==> config.mk <==
export PLATFORM = sky130hd
export DESIGN_NAME = tug_key_pulser
export DESIGN_NICKNAME = d
export VERILOG_FILES = /design/src/rtl/tug_key_pulser.sv
export SDC_FILE = /design/constraint.sdc
export NUM_CORES = 1
export LEC_CHECK = 0
export CORE_UTILIZATION = 54
export DETAILED_ROUTE_END_ITERATION = 8
export PLACE_DENSITY = 0.83
export SETUP_SLACK_MARGIN = 0.2
export SLEW_MARGIN = 20
export SYNTH_ARGS = -nofsm -noshare
export SYNTH_HDL_FRONTEND = slang
export SYNTH_SLANG_ARGS = --single-unit
==> constraint.sdc <==
create_clock -name clk -period 2.33 [get_ports clk]
set_clock_uncertainty 0.1 [all_clocks]
set_input_delay 0.466 -clock clk [delete_from_list [all_inputs] [get_ports clk]]
set_output_delay 0.466 -clock clk [all_outputs]
set_load 0.03 [all_outputs]
==> src/rtl/tug_key_pulser.sv <==
// Tug-of-war key front end: sync, debounce and press FSM per player key.
// Emits one registered single-cycle L/R strobe per debounced press.
module tug_key_pulser #(
  parameter int DEBOUNCE_CYCLES = 4,
  parameter int CNT_W           = 16
) (
  input  logic clk,
  input  logic reset,
  input  logic key_l_n,
  input  logic key_r_n,
  input  logic game_over,
  output logic L,
  output logic R
);

  typedef enum logic [1:0] {
    WAIT_RELEASE,
    IDLE,
    HELD
  } state_t;

  // Released must be seen long enough to flush the synchroniser too
  localparam int REL = DEBOUNCE_CYCLES + 2;
  localparam int RW  = $clog2(REL + 1);

  localparam logic [CNT_W-1:0] DEB_LAST = CNT_W'(DEBOUNCE_CYCLES - 1);
  localparam logic [RW-1:0]    REL_LAST = RW'(REL - 1);

  logic [1:0]       key_n;
  logic [1:0]       s1;
  logic [1:0]       s2;
  logic [1:0]       pressed;
  logic [1:0]       deb;
  logic [CNT_W-1:0] cnt [2];
  logic [RW-1:0]    rel_q [2];
  logic [RW-1:0]    rel_d [2];
  state_t           st_q [2];
  state_t           st_d [2];
  logic [1:0]       strobe_q;
  logic [1:0]       strobe_d;
  logic             go_q;
  logic             go_rise;

  assign key_n   = {key_r_n, key_l_n};
  assign pressed = ~s2;
  assign go_rise = game_over & ~go_q;

  always_ff @(posedge clk) begin
    if (reset) begin
      s1  <= '1;
      s2  <= '1;
      deb <= '0;
      for (int i = 0; i < 2; i++) begin
        cnt[i] <= '0;
      end
    end else begin
      s1 <= key_n;
      s2 <= s1;
      for (int i = 0; i < 2; i++) begin
        if (pressed[i] == deb[i]) begin
          cnt[i] <= '0;
        end else if (cnt[i] == DEB_LAST) begin
          deb[i] <= pressed[i];
          cnt[i] <= '0;
        end else begin
          cnt[i] <= cnt[i] + CNT_W'(1);
        end
      end
    end
  end

  always_ff @(posedge clk) begin
    if (reset) begin
      go_q     <= 1'b0;
      strobe_q <= '0;
      for (int i = 0; i < 2; i++) begin
        st_q[i]  <= WAIT_RELEASE;
        rel_q[i] <= '0;
      end
    end else begin
      go_q     <= game_over;
      strobe_q <= strobe_d;
      for (int i = 0; i < 2; i++) begin
        st_q[i]  <= st_d[i];
        rel_q[i] <= rel_d[i];
      end
    end
  end

  always_comb begin
    strobe_d = '0;
    for (int i = 0; i < 2; i++) begin
      st_d[i]  = st_q[i];
      rel_d[i] = '0;
      unique case (st_q[i])
        WAIT_RELEASE: begin
          if (!pressed[i] && !deb[i]) begin
            if (rel_q[i] == REL_LAST) begin
              st_d[i] = IDLE;
            end else begin
              rel_d[i] = rel_q[i] + RW'(1);
            end
          end
        end
        IDLE: begin
          if (deb[i]) begin
            st_d[i]     = HELD;
            strobe_d[i] = ~game_over;
          end
        end
        HELD: begin
          if (go_rise) begin
            st_d[i] = WAIT_RELEASE;
          end else if (!deb[i]) begin
            st_d[i] = IDLE;
          end
        end
        default: st_d[i] = WAIT_RELEASE;
      endcase
    end
  end

  assign L = strobe_q[0];
  assign R = strobe_q[1];

endmodule

* After elaboration in Yosys (flattened, before gate mapping)
Memories as Yosys holds them, arrays and structs flattened.
Index checks and enable logic that the tools add are counted.
** Storage, ports and cells
- Memories :: 3
- Bits of input ports :: 5
- Memory bits (writable) :: 42
- Flip-flop bits (word level) :: 9
** Cells by class
- Reductions and logical operators :: 12
- Mux-type cells :: 53
- $add $sub $neg :: 4
- Equal/unequal tests :: 10
- Bitwise gates (word level) :: 20
** Memory list
- cnt :: words 2, width 16, rd ports 2, clocked after memory_dff 0, write ports 2, line 34 : logic [CNT_W-1:0] cnt [2];
- rel_q :: words 2, width 3, rd ports 2, clocked after memory_dff 0, write ports 2, line 35 : logic [RW-1:0] rel_q [2];
- st_q :: words 2, width 2, rd ports 2, clocked after memory_dff 0, write ports 2, line 37 : state_t st_q [2];
** Operators with widths (count)
- 16-bit 2-to-1 mux :: 6
- 16-bit by 1-bit adder with 16-bit output, second input constant :: 2
- 16-bit by 2-bit equality test with 1-bit output, second input constant :: 2
- 1-bit 2-to-1 mux :: 25
- 2-bit 2-to-1 mux :: 12
- 3-bit 2-to-1 mux :: 8
- 2-bit one-hot mux with 3 select lines :: 2
- 1-bit bitwise OR :: 10
- 1-bit NOT :: 8
- 3-bit by 1-bit adder with 3-bit output, second input constant :: 2
- 3-bit equality test, second input constant :: 2
- 3-bit OR reduction :: 2
- 2-bit by 1-bit equality test with 1-bit output, second input constant :: 2
- 2-bit equality test, second input constant :: 2
- 1-bit zero test :: 4
- 2-bit zero test :: 2
- 2-bit AND reduction :: 2
- 1-bit equality test :: 2
- 1-bit logical AND :: 2
- 2-bit NOT :: 1
- 1-bit AND :: 1

* Depth between registers and ports, before layout
Gate-level depths: netlist (run 1).
- Word-level depth :: 8
- Mapped depth :: 6

* Least setup slack after synthesis (run 1)
OpenSTA, ideal clock, no wires.
- Path kind :: flip-flop to flip-flop
- From :: mem cnt[0][0]
- To :: mem cnt[0][10], data pin
- Setup slack :: 0.550 ns
- Path buffers :: 1
- Data arrival time :: 1.424 ns
- Stages on the path, launching flop included :: 7
- Cell sequence :: edfxtp_1 -> ha_1 -> nor4b_1 -> nand4_1 -> nand3b_1 -> buf_2 -> nor2_1
** RTL lines (line)
- start, declared :: 34

==> flow_metrics.env, run 1 <==
export IMPL_status="complete, no violations"
export IMPL_crit_arrival_ns=1.85
export IMPL_cts_setup_buffers=0
export IMPL_place_gp_congestion=0.784
export IMPL_nets=296
export IMPL_htree_levels=2
export IMPL_p_total_mw=1.62
export IMPL_irDropWorstVdd_uv=244
export IMPL_hold_depth=1
export IMPL_crit_buf_inv=1
export IMPL_setup_tns_ns=0
export IMPL_cp_start_kind="register"
export IMPL_ys_flop_type="edfxtp_1"
export IMPL_cts_sinks=51
export IMPL_period_needed_ns=1.89
export IMPL_netlist_cell_type_count=35
export IMPL_fin_util_pct=63.7
export IMPL_final_cell_area_sq_um=2790
export IMPL_setup_viol=0
export IMPL_pwr_share_seq_pct=63.7
export IMPL_grt_use_total_pct=17.0
export IMPL_clk_pin_slew_worst_paths_ns=0.09
export IMPL_dieArea_sq_um=4850
export IMPL_area_growth_pct=13.1
export IMPL_synthTopCellsByCount="nor2_1 (49), edfxtp_1 (32), xnor2_1 (23), dfxtp_1 (19), inv_1 (13)"
export IMPL_path_delay_family="simple AND/OR/NAND/NOR gates"
export IMPL_clock_path_buffers=2
export IMPL_port_buffers=6
export IMPL_yosys_area_share_simple_pct=25.1
export IMPL_synth_compound_area_share_pct=2.84
export IMPL_yosys_warnings=0
export IMPL_crit_chain="ha_1 -> nor4b_1 -> nand4_1 -> nand3b_1 -> buf_4 -> nor2_1"
export IMPL_synth_cells=241
export IMPL_drt_pass1_iter_count=4
export IMPL_cts_hold_buffers=0
export IMPL_cts_resized=0
export IMPL_grt_pass1_wl_microns=6640
export IMPL_die_h_microns=69.6
export IMPL_path_class="reg2reg"
export IMPL_p_clk_share_pct=30.4
export IMPL_fp_row_count=24
export IMPL_synthAdderAreaFrac_pct=4.05
export IMPL_whs_ns=0.313
export IMPL_synth_top_area_share_pct=38.9
export IMPL_timing_fmax_mhz=528
export IMPL_drive_above_1_share_pct=5.99
export IMPL_period_share_pct=81.2
export IMPL_p_per_area_nw_per_um2=581
export IMPL_core_sq_um=4380
export IMPL_numCtsBuffers=5
export IMPL_p_int_mw=1.25
export IMPL_swShare_pct=22.8
export IMPL_hp_class="reg2reg"
export IMPL_synth_async_sr_flop_share_pct=0
export IMPL_avgSynthCellArea_sq_um=10.2
export IMPL_antenna_found_initial=0
export IMPL_wl_microns=3900
export IMPL_synth_top_cell_by_area="edfxtp_1"
export IMPL_fillCellCount=353
export IMPL_placed_cell_area_sq_um=2710
export IMPL_diodes=0
export IMPL_final_max_slew_viol_count=0
export IMPL_reg2reg_depth=6
export IMPL_synth_xor_area_share_pct=10.3
export IMPL_cp_slowest_stage_delay_ns=0.43
export IMPL_wl_per_cell_microns=11.6
export IMPL_path_max_fanout=16
export IMPL_drc=0
export IMPL_vias_per_cell=5.23
export IMPL_worstSetupEndpointType="register"
export IMPL_dp_hpwl_microns=2730
export IMPL_synthMuxAreaShare_pct=0.405
export IMPL_synth_top_family_by_area="simple AND/OR/NAND/NOR gates"
export IMPL_first_iter_violations=77
export IMPL_cts_tree="yes"
export IMPL_grt_max_degree=17
export IMPL_pwr_share_comb_pct=5.9
export IMPL_rsz0062_at_grt="no"
export IMPL_crit_required_ns=2.29
export IMPL_cp_slowest_cell="edfxtp_1"
export IMPL_clkLatencyLatePin_ns=0.30
export IMPL_p_sw_mw=0.370
export IMPL_grt_pass1_vias=1582
export IMPL_seq_area_frac_synth_pct=54.3
export IMPL_cts_root_buf="clkbuf_8"
export IMPL_drv_cap=0
export IMPL_worst_path_stages=6
export IMPL_initial_core_util_pct=56.3
export IMPL_synth_seq_cells=51
export IMPL_synth_edff_count=32
export IMPL_netlist_area_sq_um=2470
export IMPL_ant_nets=0
export IMPL_die_w_microns=69.6
export IMPL_grt_overflow=0
export IMPL_synthTopCellsByArea="edfxtp_1 (39%), dfxtp_1 (15%), xnor2_1 (8.2%)"
export IMPL_ioPinCount=7
export IMPL_yosysMostFrequentCell="nor2_1"
export IMPL_finalHoldViolations=0
export IMPL_p_leak_nw=0.968
export IMPL_vias=1756
## cell type report
cell class	instances	area [sq um]	area share [%]
sequential	51	1340	48.0
clock buffer	7	76.3	2.73
inverter	13	48.8	1.75
clock inverter	1	5.00	0.179
multi-input combinational	203	1170	42.0
timing repair buffer	9	82.6	2.96
tap	52	65.1	2.33
## flip-flops by register name, indices dropped and copies added, names as in the netlist
| signal | cells |
|---|---|
| cnt | 32 |
| rel_q | 6 |
| deb | 2 |
| strobe_q | 2 |
| go_q | 1 |
| st_q | 4 |
| s1 | 2 |
| s2 | 2 |
## routing by layer
metal  GRT usage [%]  part of all wire (%)
met1            21.8                    49
met5               0                     0
met2            27.7                    46
met4            6.22                   1.1
met3            4.65                   3.4
## cells in the final DEF (no fill, tap or decap), types with 3 or more instances in the layout
master           count
nor3_1              10
clkdlybuf4s50_1      6
nand4_1              9
a21oi_1              4
nor2b_1              3
inv_1               13
clkbuf_8             5
xnor2_1             23
nand3_1             10
xor2_1               6
nor4_1              12
buf_4                3
nor2_1              49
edfxtp_1            32
ha_1                 8
or2_2                4
nand2_1             10
conb_1              32
dfxtp_1             19
## logic make-up after synthesis
family                     Yosys count
xor gates and xnor gates            29
AOI/OAI and AO/OA                   11
DFF                                 51
adders and majority gates            8
muxes                                1
buffers and inverters               18
other                                1
and+or+nand+nor                    122
## power groups by stage
stage | logic [mW] | registers (mW) | clock network, mW
after floorplan | 0.0754 | 1.04 | 0
after CTS | 0.0955 | 1.03 | 0.496
final | 0.0964 | 1.03 | 0.493
after detailed placement | 0.0946 | 1.05 | 0
after global routing | 0.111 | 1.04 | 0.531
after global placement | 0.0912 | 1.05 | 0
## worst register-to-register path: stages (launching register included)
cell and delay, ns:
edfxtp_1 0.43, ha_1 0.24, nor4b_1 0.25, nand4_1 0.20
nand3b_1 0.13, buf_4 0.21, nor2_1 0.08
## stage by stage
stage / setup WS, ns / cells
after global placement: 0.303 / 328
after global routing: 0.294 / 336
final: 0.438 / 336
after CTS: 0.435 / 336
after floorplan: 0.550 / 272
after detailed placement: 0.239 / 328
## final timing paths
path	from	to	slack, ns
worst max-delay path	cnt[0][0]$_SDFFCE_PN0P_	cnt[0][13]$_SDFFCE_PN0P_	0.44
worst min-delay path	s1[0]$_SDFF_PP1_	s2[0]$_SDFF_PP1_	0.31
worst max register to register	cnt[0][0]$_SDFFCE_PN0P_	cnt[0][13]$_SDFFCE_PN0P_	0.44
worst min register to register	s1[0]$_SDFF_PP1_	s2[0]$_SDFF_PP1_	0.31
No activity file was read; power rests on OpenSTA's default activity.
==> inputs of run 2 (changes only) <==
Settings changed: PLACE_DENSITY 0.83 to 0.86.
Clock period 2.33 ns to 1.5 ns, I/O delays scaled along.
==> flow_metrics.env, run 2 (synthesis gave the netlist of run 1 again) <==
export IMPL_status="complete, but fails checks"
export IMPL_violations="negative setup slack"
export IMPL_hp_class="reg2reg"
export IMPL_grt_use_total_pct=23.9
export IMPL_place_inst=369
export IMPL_final_max_slew_viol_count=0
export IMPL_diodes=0
export IMPL_grt_max_degree=17
export IMPL_cts_sinks=51
export IMPL_initial_core_util_pct=56.3
export IMPL_drt_pass1_iter_count=4
export IMPL_nets=348
export IMPL_port_buffers=6
export IMPL_placed_cell_area_sq_um=3130
export IMPL_regMostFlops="cnt"
export IMPL_cts_root_buf="clkbuf_8"
export IMPL_finalHoldViolations=0
export IMPL_path_max_fanout=4
export IMPL_drive_above_1_share_pct=37.5
export IMPL_wl_microns=6620
export IMPL_ant_nets=0
export IMPL_crit_arrival_ns=1.75
export IMPL_drv_cap=0
export IMPL_first_iter_violations=175
export IMPL_r2r_setup_slack_ns=-0.28
export IMPL_largest_reg_flops=32
export IMPL_crit_chain="ha_4 -> buf_4 -> nand3_2 -> nor3_1 -> xnor2_1 -> nor2_2"
export IMPL_fp_row_count=24
export IMPL_cts_tree="yes"
export IMPL_numCtsBuffers=5
export IMPL_die_w_microns=69.6
export IMPL_fin_ws_ns=-0.278
export IMPL_clkLatencyLatePin_ns=0.31
export IMPL_final_cells=388
export IMPL_reg_top3="cnt: 32 flops, rel_q: 6 flops, st_q: 4 flops"
export IMPL_die_h_microns=69.6
export IMPL_rsz0062_at_grt="yes"
export IMPL_crit_required_ns=1.47
export IMPL_period_needed_ns=1.78
export IMPL_grt_pass1_wl_microns=9060
export IMPL_final_cell_area_sq_um=3520
export IMPL_clock_path_buffers=2
export IMPL_grt_overflow=0
export IMPL_r2r_start="cnt[0][0]$_SDFFCE_PN0P_"
export IMPL_cp_slowest_cell="edfxtp_1"
export IMPL_fillCellCount=226
export IMPL_layout_common_cells="buf_4 (50), nor2_1 (32), edfxtp_1 (32), conb_1 (32), xnor2_1 (23)"
export IMPL_setup_viol=34
export IMPL_grt_pass1_vias=2044
export IMPL_cts_hold_buffers=0
export IMPL_clk_pin_slew_worst_paths_ns=0.10
export IMPL_dp_hpwl_microns=3730
export IMPL_vias_per_cell=5.58
export IMPL_dieArea_sq_um=4850
export IMPL_wl_per_cell_microns=17.1
export IMPL_worstSetupEndpointType="register"
export IMPL_area_growth_pct=42.7
export IMPL_final_common_cell="buf_4"
export IMPL_period_share_pct=119
export IMPL_worstSetupStartpoint="cnt[0][0]$_SDFFCE_PN0P_"
export IMPL_hold_start="s1[1]$_SDFF_PP1_"
export IMPL_setup_tns_ns=-6.53
export IMPL_antenna_found_initial=0
export IMPL_p_per_area_nw_per_um2=792
export IMPL_ioPinCount=7
export IMPL_irDropWorstVdd_uv=499
export IMPL_htree_levels=2
export IMPL_drc=0
export IMPL_cp_slowest_stage_delay_ns=0.43
export IMPL_core_sq_um=4380
export IMPL_cp_start_kind="register"
export IMPL_vias=2165
export IMPL_path_class="reg2reg"
export IMPL_p_leak_nw=1.31
export IMPL_timing_fmax_mhz=562
export IMPL_place_gp_congestion=0.862
==> run 2: changes by cell type in the layout (fill, tap and decap cells not counted), moves of 3 or more <==
cell / previous run / this run
dfxtp_2: 0 / 3
dfxtp_1: 19 / 16
ha_4: 0 / 3
nand3_1: 10 / 7
nor4_2: 0 / 9
nor2_1: 49 / 32
nor2_4: 0 / 3
buf_6: 0 / 4
ha_1: 8 / 4
nor4_1: 12 / 1
buf_4: 3 / 50
nor2_2: 0 / 14
clkdlybuf4s50_1: 6 / 3
==> run 2: path summary, 6_finish.rpt <==
kind,end,cells after the start
max,cnt[0][10]$_SDFFCE_PN0P_,6
min,s2[1]$_SDFF_PP1_,1
max reg2reg,cnt[0][10]$_SDFFCE_PN0P_,6
min reg2reg,s2[1]$_SDFF_PP1_,1
==> run 2: where the power goes <==
group	switching [mW]	total, mW	internal (mW)	leakage, nW
Combinational	0.149	0.289	0.141	0.764
Sequential	0.0613	1.61	1.55	0.486
Clock	0.471	0.893	0.422	0.0548
Total	0.681	2.79	2.11	1.31
==> run 2: what timing repair did <==
item	CTS	global route
buffers inserted	6	5
resized for setup	45	19
pin swaps	15	5
endpoints found under the setup margin	42	42
==> run 2: critical path, delay by kind of cell (launching register included) <==
kind                       cells  cell delay, ns
DFF                            1            0.43
and+or+nand+nor                3            0.53
xor gates and xnor gates       1            0.19
adders and majority gates      1            0.18
buffers and inverters          1            0.11
==> run 2: layout make-up <==
| cell class | count | area (sq um) | share of cell area, % |
|---|---|---|---|
| tap | 52 | 65.1 | 1.85 |
| clock buffer | 7 | 96.3 | 2.73 |
| timing repair buffer | 61 | 489 | 13.9 |
| sequential | 51 | 1350 | 38.2 |
| inverter | 13 | 48.8 | 1.38 |
| multi-input combinational | 203 | 1470 | 41.8 |
| clock inverter | 1 | 6.26 | 0.178 |
==> run 2: through the flow <==
step	setup WS (ns)	hold WS, ns	utilization (%)	power, mW
floorplan	-0.181	0.289	-	1.75
global route	-0.315	0.362	80.4	2.86
finish	-0.278	0.334	80.4	2.79
global placement	-0.195	0.292	71.3	1.84
detailed placement	-0.189	0.298	71.3	1.86
CTS	-0.198	0.329	77.4	2.75
==> run 2: routing by layer <==
layer  wire length [microns]  part of all wire [%]  track usage [%]
met5                       0                     0                0
met4                     189                   2.9             9.33
met3                     304                   4.6             4.51
met2                    3460                    52             42.8
met1                    2660                    40             28.3
